[config.mk]
export PLATFORM = sky130hd
export DESIGN_NAME = imem_loader
export DESIGN_NICKNAME = d
export VERILOG_FILES = /design/src/rtl/imem_loader_pkg.sv /design/src/rtl/loader_byte_asm.sv /design/src/rtl/imem_loader.sv
export SDC_FILE = /design/constraint.sdc
export NUM_CORES = 1
export LEC_CHECK = 0
export CAP_MARGIN = 20
export CORE_MARGIN = 3
export CORE_UTILIZATION = 31
export DETAILED_ROUTE_END_ITERATION = 8
export PLACE_DENSITY = 0.54
export REMOVE_ABC_BUFFERS = 1
export SETUP_SLACK_MARGIN = 0.05
export SKIP_LAST_GASP = 1
export SLEW_MARGIN = 10
export SYNTH_ARGS = -nofsm -noshare
export SYNTH_HDL_FRONTEND = slang
export SYNTH_HIERARCHICAL = 1
export SYNTH_SLANG_ARGS = --single-unit
[constraint.sdc]
create_clock -name clk -period 3.3 [get_ports clk]
set_clock_uncertainty 0.1 [all_clocks]
set_input_delay 0.66 -clock clk [delete_from_list [all_inputs] [get_ports clk]]
set_output_delay 0.66 -clock clk [all_outputs]
set_load 0.01 [all_outputs]
[src/rtl/imem_loader_pkg.sv]
// Shared definitions for the instruction-memory loader: FSM encoding, default
// geometry and the header word-count width.
package imem_loader_pkg;

    localparam int unsigned DEFAULT_BASE_ADDR   = 200;
    localparam int unsigned DEFAULT_DEPTH_WORDS = 256;
    localparam int unsigned COUNT_W             = 16;

    typedef enum logic [2:0] {
        StIdle  = 3'd0,
        StHdrHi = 3'd1,
        StHdrLo = 3'd2,
        StData  = 3'd3,
        StWrite = 3'd4,
        StChk   = 3'd5,
        StDone  = 3'd6,
        StErr   = 3'd7
    } state_t;

endpackage

[src/rtl/loader_byte_asm.sv]
// Assembles four MSB-first stream bytes into a 32-bit word and pulses
// word_ready on the transfer that completes the word.
module loader_byte_asm (
    input  logic        clk,
    input  logic        rst,
    input  logic        clear,
    input  logic        shift_en,
    input  logic [7:0]  byte_in,
    output logic [31:0] word_next,
    output logic        word_ready
);

    // Only the three older bytes need storing; the fourth arrives with word_ready.
    logic [23:0] shift_q;
    logic [1:0]  cnt_q;

    always_ff @(posedge clk or posedge rst) begin
        if (rst) begin
            shift_q <= '0;
            cnt_q   <= '0;
        end else if (clear) begin
            shift_q <= '0;
            cnt_q   <= '0;
        end else if (shift_en) begin
            shift_q <= word_next[23:0];
            cnt_q   <= cnt_q + 2'd1;
        end
    end

    always_comb begin
        word_next  = {shift_q, byte_in};
        word_ready = shift_en && (cnt_q == 2'd3);
    end

endmodule

[src/rtl/imem_loader.sv]
// Streams a word-count header plus instruction words into instruction memory
// while holding the CPU. Define IMEM_LOADER_CHECKSUM_EN for a trailing XOR check byte.
module imem_loader
    import imem_loader_pkg::*;
#(
    parameter int unsigned BASE_ADDR   = DEFAULT_BASE_ADDR,
    parameter int unsigned DEPTH_WORDS = DEFAULT_DEPTH_WORDS
) (
    input  logic        clk,
    input  logic        rst,
    input  logic        start,
    input  logic        byte_valid,
    input  logic [7:0]  byte_data,
    output logic        byte_ready,
    output logic        imem_we,
    output logic [31:0] imem_addr,
    output logic [31:0] imem_wdata,
    output logic        cpu_hold,
    output logic        done,
    output logic        error
);

    state_t               state_q, state_d;
    logic [COUNT_W-1:0]   count_q;
    logic [COUNT_W-1:0]   idx_q;
    logic [COUNT_W-1:0]   idx_inc;
    logic [COUNT_W-1:0]   hdr_count;
    logic [31:0]          addr_q;
    logic [31:0]          wdata_q;
    logic [31:0]          word_next;
    logic                 word_ready;
    logic                 xfer;
    logic                 restart;

    assign xfer      = byte_valid && byte_ready;
    assign restart   = start && (state_q == StIdle || state_q == StDone || state_q == StErr);
    assign hdr_count = {count_q[15:8], byte_data};
    assign idx_inc   = idx_q + 1'b1;

    loader_byte_asm u_byte_asm (
        .clk        (clk),
        .rst        (rst),
        .clear      (restart),
        .shift_en   (xfer && (state_q == StData)),
        .byte_in    (byte_data),
        .word_next  (word_next),
        .word_ready (word_ready)
    );

`ifdef IMEM_LOADER_CHECKSUM_EN
    logic [7:0] csum_q;

    // Running XOR over header and data bytes; the check byte itself is excluded.
    always_ff @(posedge clk or posedge rst) begin
        if (rst) begin
            csum_q <= '0;
        end else if (restart) begin
            csum_q <= '0;
        end else if (xfer && state_q != StChk) begin
            csum_q <= csum_q ^ byte_data;
        end
    end
`endif

    always_ff @(posedge clk or posedge rst) begin
        if (rst) begin
            state_q <= StIdle;
        end else begin
            state_q <= state_d;
        end
    end

    always_comb begin
        state_d = state_q;
        case (state_q)
            StIdle: begin
                if (start) state_d = StHdrHi;
            end
            StHdrHi: begin
                if (xfer) state_d = StHdrLo;
            end
            StHdrLo: begin
                if (xfer) begin
                    if (hdr_count == '0) begin
                        state_d = StDone;
                    end else if (32'(hdr_count) > DEPTH_WORDS) begin
                        state_d = StErr;
                    end else begin
                        state_d = StData;
                    end
                end
            end
            StData: begin
                if (word_ready) state_d = StWrite;
            end
            StWrite: begin
                if (idx_inc < count_q) begin
                    state_d = StData;
                end else begin
`ifdef IMEM_LOADER_CHECKSUM_EN
                    state_d = StChk;
`else
                    state_d = StDone;
`endif
                end
            end
`ifdef IMEM_LOADER_CHECKSUM_EN
            StChk: begin
                if (xfer) state_d = (byte_data == csum_q) ? StDone : StErr;
            end
`endif
            StDone, StErr: begin
                if (start) state_d = StHdrHi;
            end
            default: state_d = StIdle;
        endcase
    end

    // Address and data are captured on the completing byte so WRITE can present them at once.
    always_ff @(posedge clk or posedge rst) begin
        if (rst) begin
            count_q <= '0;
            idx_q   <= '0;
            addr_q  <= BASE_ADDR;
            wdata_q <= '0;
        end else begin
            if (restart) begin
                count_q <= '0;
                idx_q   <= '0;
            end
            if (state_q == StHdrHi && xfer) count_q[15:8] <= byte_data;
            if (state_q == StHdrLo && xfer) count_q[7:0]  <= byte_data;
            if (word_ready) begin
                addr_q  <= BASE_ADDR + {14'b0, idx_q, 2'b00};
                wdata_q <= word_next;
            end
            if (state_q == StWrite) idx_q <= idx_inc;
        end
    end

    always_comb begin
        byte_ready = (state_q == StHdrHi) || (state_q == StHdrLo) ||
                     (state_q == StData)  || (state_q == StChk);
        imem_we    = (state_q == StWrite);
        imem_addr  = addr_q;
        imem_wdata = wdata_q;
        cpu_hold   = (state_q != StDone);
        done       = (state_q == StDone);
        error      = (state_q == StErr);
    end

endmodule

==> flow_metrics.py <==
metrics = {
    "logic_synthesis": {
        "synth_top_family_by_area": "simple AND/OR/NAND/NOR gates",
        "synth-edff-count": 0,
        "synth_mux_area_share_pct": 12.3,
        "netlist_area_um2": 5650,
        "synth_common_cells": "dfrtp_1, nor2_1, nand2_1",
        "yosysUniqueCellTypes": 57,
        "yosysTopAreaCell": "dfrtp_1",
        "async_flop_share_pct": 100,
        "synth_area_per_cell_um2": 10.5,
        "yosysTopAreaCellShare_pct": 47.4,
        "ys_warn_count": 6,
        "synth_compound_area_share_pct": 9.33,
        "postSynthCellCount": 537,
        "yosys.area_share.simple_pct": 12.7,
        "ys.flop_type": "dfrtp_1",
        "synth-seq-cells": 110,
        "yosysSeqAreaShare_pct": 48.8,
        "synthXorXnorAreaFrac_pct": 4.50,
        "synthAdderAreaFrac_pct": 3.99,
        "synth.area.top_cells": "dfrtp_1, mux2_2, mux2i_1",
        "synth.most_common_cell": "dfrtp_1",
    },
    "clock_tree": {
        "clk_pin_slew_ns": 0.08,
        "ctsHoldBuffers": 0,
        "numCtsBuffers": 9,
        "cts_max_level": 3,
        "insertion_delay_ns": 0.35,
        "cts-root-buf": "clkbuf_16",
        "postCtsSetupRepairBufs": 0,
        "cts_buffer_depth": 2,
        "ctsResizeCount": 0,
        "cts_tree": "yes",
        "cts_sinks": 110,
    },
    "worst_setup_path": {
        "critical_path.top_delay_family": "simple AND/OR/NAND/NOR gates",
        "critPathMaxFanout": 6,
        "end_kind": "flip-flop",
        "r2r_end": "state_q[0]",
        "rr_worst_depth": 11,
        "rrSetupSlack_ns": 0.28,
        "cp_slowest_cell": "or4b_1",
        "cp_slowest_stage_delay_ns": 0.47,
        "crit_chain": "ha_2 > nand2_1 > nor3_4 > nand3_1 > xnor2_1 > ha_1 > nand4_2 > nor3_2 > or4b_1 > a31oi_2 > a311oi_2",
        "cp-startpoint": "idx_q[1]",
        "crit_arrival_ns": 3.13,
        "startpoint_type": "flip-flop",
        "crit_buf_inv": 0,
        "path_class": "reg -> reg",
        "required_ns": 3.41,
        "reg2reg_from": "idx_q[1]",
    },
    "place": {
        "gp_congestion": 0.842,
        "port_buffers": 65,
        "placed_area_um2": 6460,
        "hpwl_um": 8610,
    },
    "layout": {
        "regArea_um2": 2760,
        "drive_gt1_share_pct": 16.6,
        "n_antenna_cell": 0,
        "fill_cells": 1743,
        "multiInputGateArea_um2": 2480,
        "final_cell_area_um2": 6760,
        "final_nets": 623,
        "area_delta_synth_final_pct": 19.7,
    },
    "route": {
        "drc": 0,
        "drtIter0Drc": 272,
        "vias": 3944,
        "routed_via_density": 4.79,
        "ant_nets": 0,
        "wire_per_inst_um": 14.9,
        "wl_um": 12200,
        "first_pass_iters": 6,
    },
    "floorplanning": {
        "num_rows": 48,
        "fp.dieW_um": 141,
        "io-pin-count": 81,
        "dieArea_um2": 19900,
        "initial_core_util_pct": 32.2,
        "die_h_um": 141,
        "core_area_um2": 17500,
    },
    "global_route": {
        "overflow": 0,
        "grt_pass1_vias": 3937,
        "grt_start_max_net_pins": 63,
        "grt_pass1_wl_um": 20800,
        "antenna_found_initial": 0,
        "grt_usage_pct": 12.9,
    },
    "worst_hold_path": {
        "hp-start": "imem_addr[7]",
        "hold_end": "imem_addr[7]",
        "worstHoldPathType": "reg -> reg",
        "whs_path_depth": 2,
    },
    "outcome": {
        "status": "finished, final reports clean",
    },
    "pwr": {
        "ir_worst_vdd_uv": 308,
        "cellPowerDensity_nw_per_um2": 763,
        "leakage_nw": 3.06,
    },
    "timing": {
        "worst_pin_slew_ns": 0.657,
        "max_freq_mhz": 331,
        "relSlewSlack_pct": 55.8,
        "setup_violations": 0,
        "hold_violations": 0,
        "finalCritPeriodShare_pct": 91.4,
        "maxSlewViolCount": 0,
        "tns_ns": 0,
        "fin_crit_ns": 3.02,
        "rsz0062_at_grt": "no",
    },
    "flow_run": {
        "max_cap_viol_count": 0,
    },
}
-- state kept, by name, indices dropped and copies added (netlist names) --
name / flops
u_byte_asm/cnt_q: 2
u_byte_asm/shift_q: 24
imem_addr: 17
state_q: 3
count_q: 16
idx_q: 16
imem_wdata: 32
-- cells by family after synthesis --
group                      Yosys count
and+or+nand+nor                    149
xor gates and xnor gates            29
other                                1
adders and majority gates           18
buffers and inverters               81
AOI/OAI and AO/OA                   85
DFF                                110
muxes                               64
-- routing by layer --
metal | track usage (%) | share of wire (%)
met2 | 20.4 | 47
met3 | 1.53 | 2.9
met4 | 5.76 | 2.2
met5 | 0 | 0
met1 | 18.0 | 48
-- worst min-delay path: cells and delay by family (launching register included) --
kind | cells | cell delay (ns)
AND/OR/NAND/NOR | 1 | 0.07
AO/OA/AOI/OAI | 1 | 0.05
flip-flops | 1 | 0.37
-- cell type report --
cell class / instances / area share, %
clock buffers: 10 / 3.54
clock inverters: 6 / 0.777
inverters: 23 / 1.30
multi-input cells: 360 / 36.8
flip-flops and latches: 110 / 40.8
well taps: 225 / 4.17
repair buffers: 89 / 12.7
-- how the worst max path moves through the flow --
stage	end	slack, ns	cells after the start
after floorplan	state_q[0]	-1.12	8
after global placement	state_q[2]	0.23	11
after detailed placement	state_q[0]	0.11	11
after CTS	state_q[2]	0.08	11
after global routing	state_q[0]	0.06	12
final	state_q[0]	0.28	11
-- cells in the final DEF (no fill, tap or decap), types with 2 or more instances in the layout --
cell,netlist,layout
dfrtp_1,107,106
clkdlybuf4s50_1,0,65
nor2_1,52,52
nand2_1,51,51
mux2_2,37,37
mux2i_1,25,25
a21oi_1,23,23
o21ai_0,22,22
buf_4,25,22
inv_1,22,21
o31ai_1,21,21
ha_1,18,17
xnor2_1,16,16
conb_1,1,15
xor2_1,13,13
nand3_1,10,10
clkbuf_16,0,9
a31oi_1,7,6
and3_1,6,5
nand4_1,5,5
dfstp_2,3,3
nor3_1,2,2
and2_1,3,2
nor2_2,2,2
nor3_2,2,2
nor2b_1,2,2
clkinv_2,0,2
nor4_1,2,2
o21a_1,2,2
inv_8,0,2
buf_12,2,2
-- metrics by stage --
step | instances | setup slack [ns] | util (%) | hold slack [ns] | total power, mW
after CTS | 823 | 0.0793 | 38.5 | 0.380 | 5.25
after floorplan | 493 | -1.12 | - | 0.377 | 3.26
after global placement | 807 | 0.228 | 36.8 | 0.391 | 4.10
final | 823 | 0.282 | 38.5 | 0.391 | 5.16
after global routing | 823 | 0.0556 | 38.5 | 0.399 | 5.55
after detailed placement | 807 | 0.114 | 36.8 | 0.385 | 4.14
-- power by group --
part	internal (mW)	switching (mW)
clock	0.547	0.526
sequential	1.84	0.323
combinational	1.00	0.919
total	3.39	1.77
Note: power is estimated with default switching activity, not from simulation.
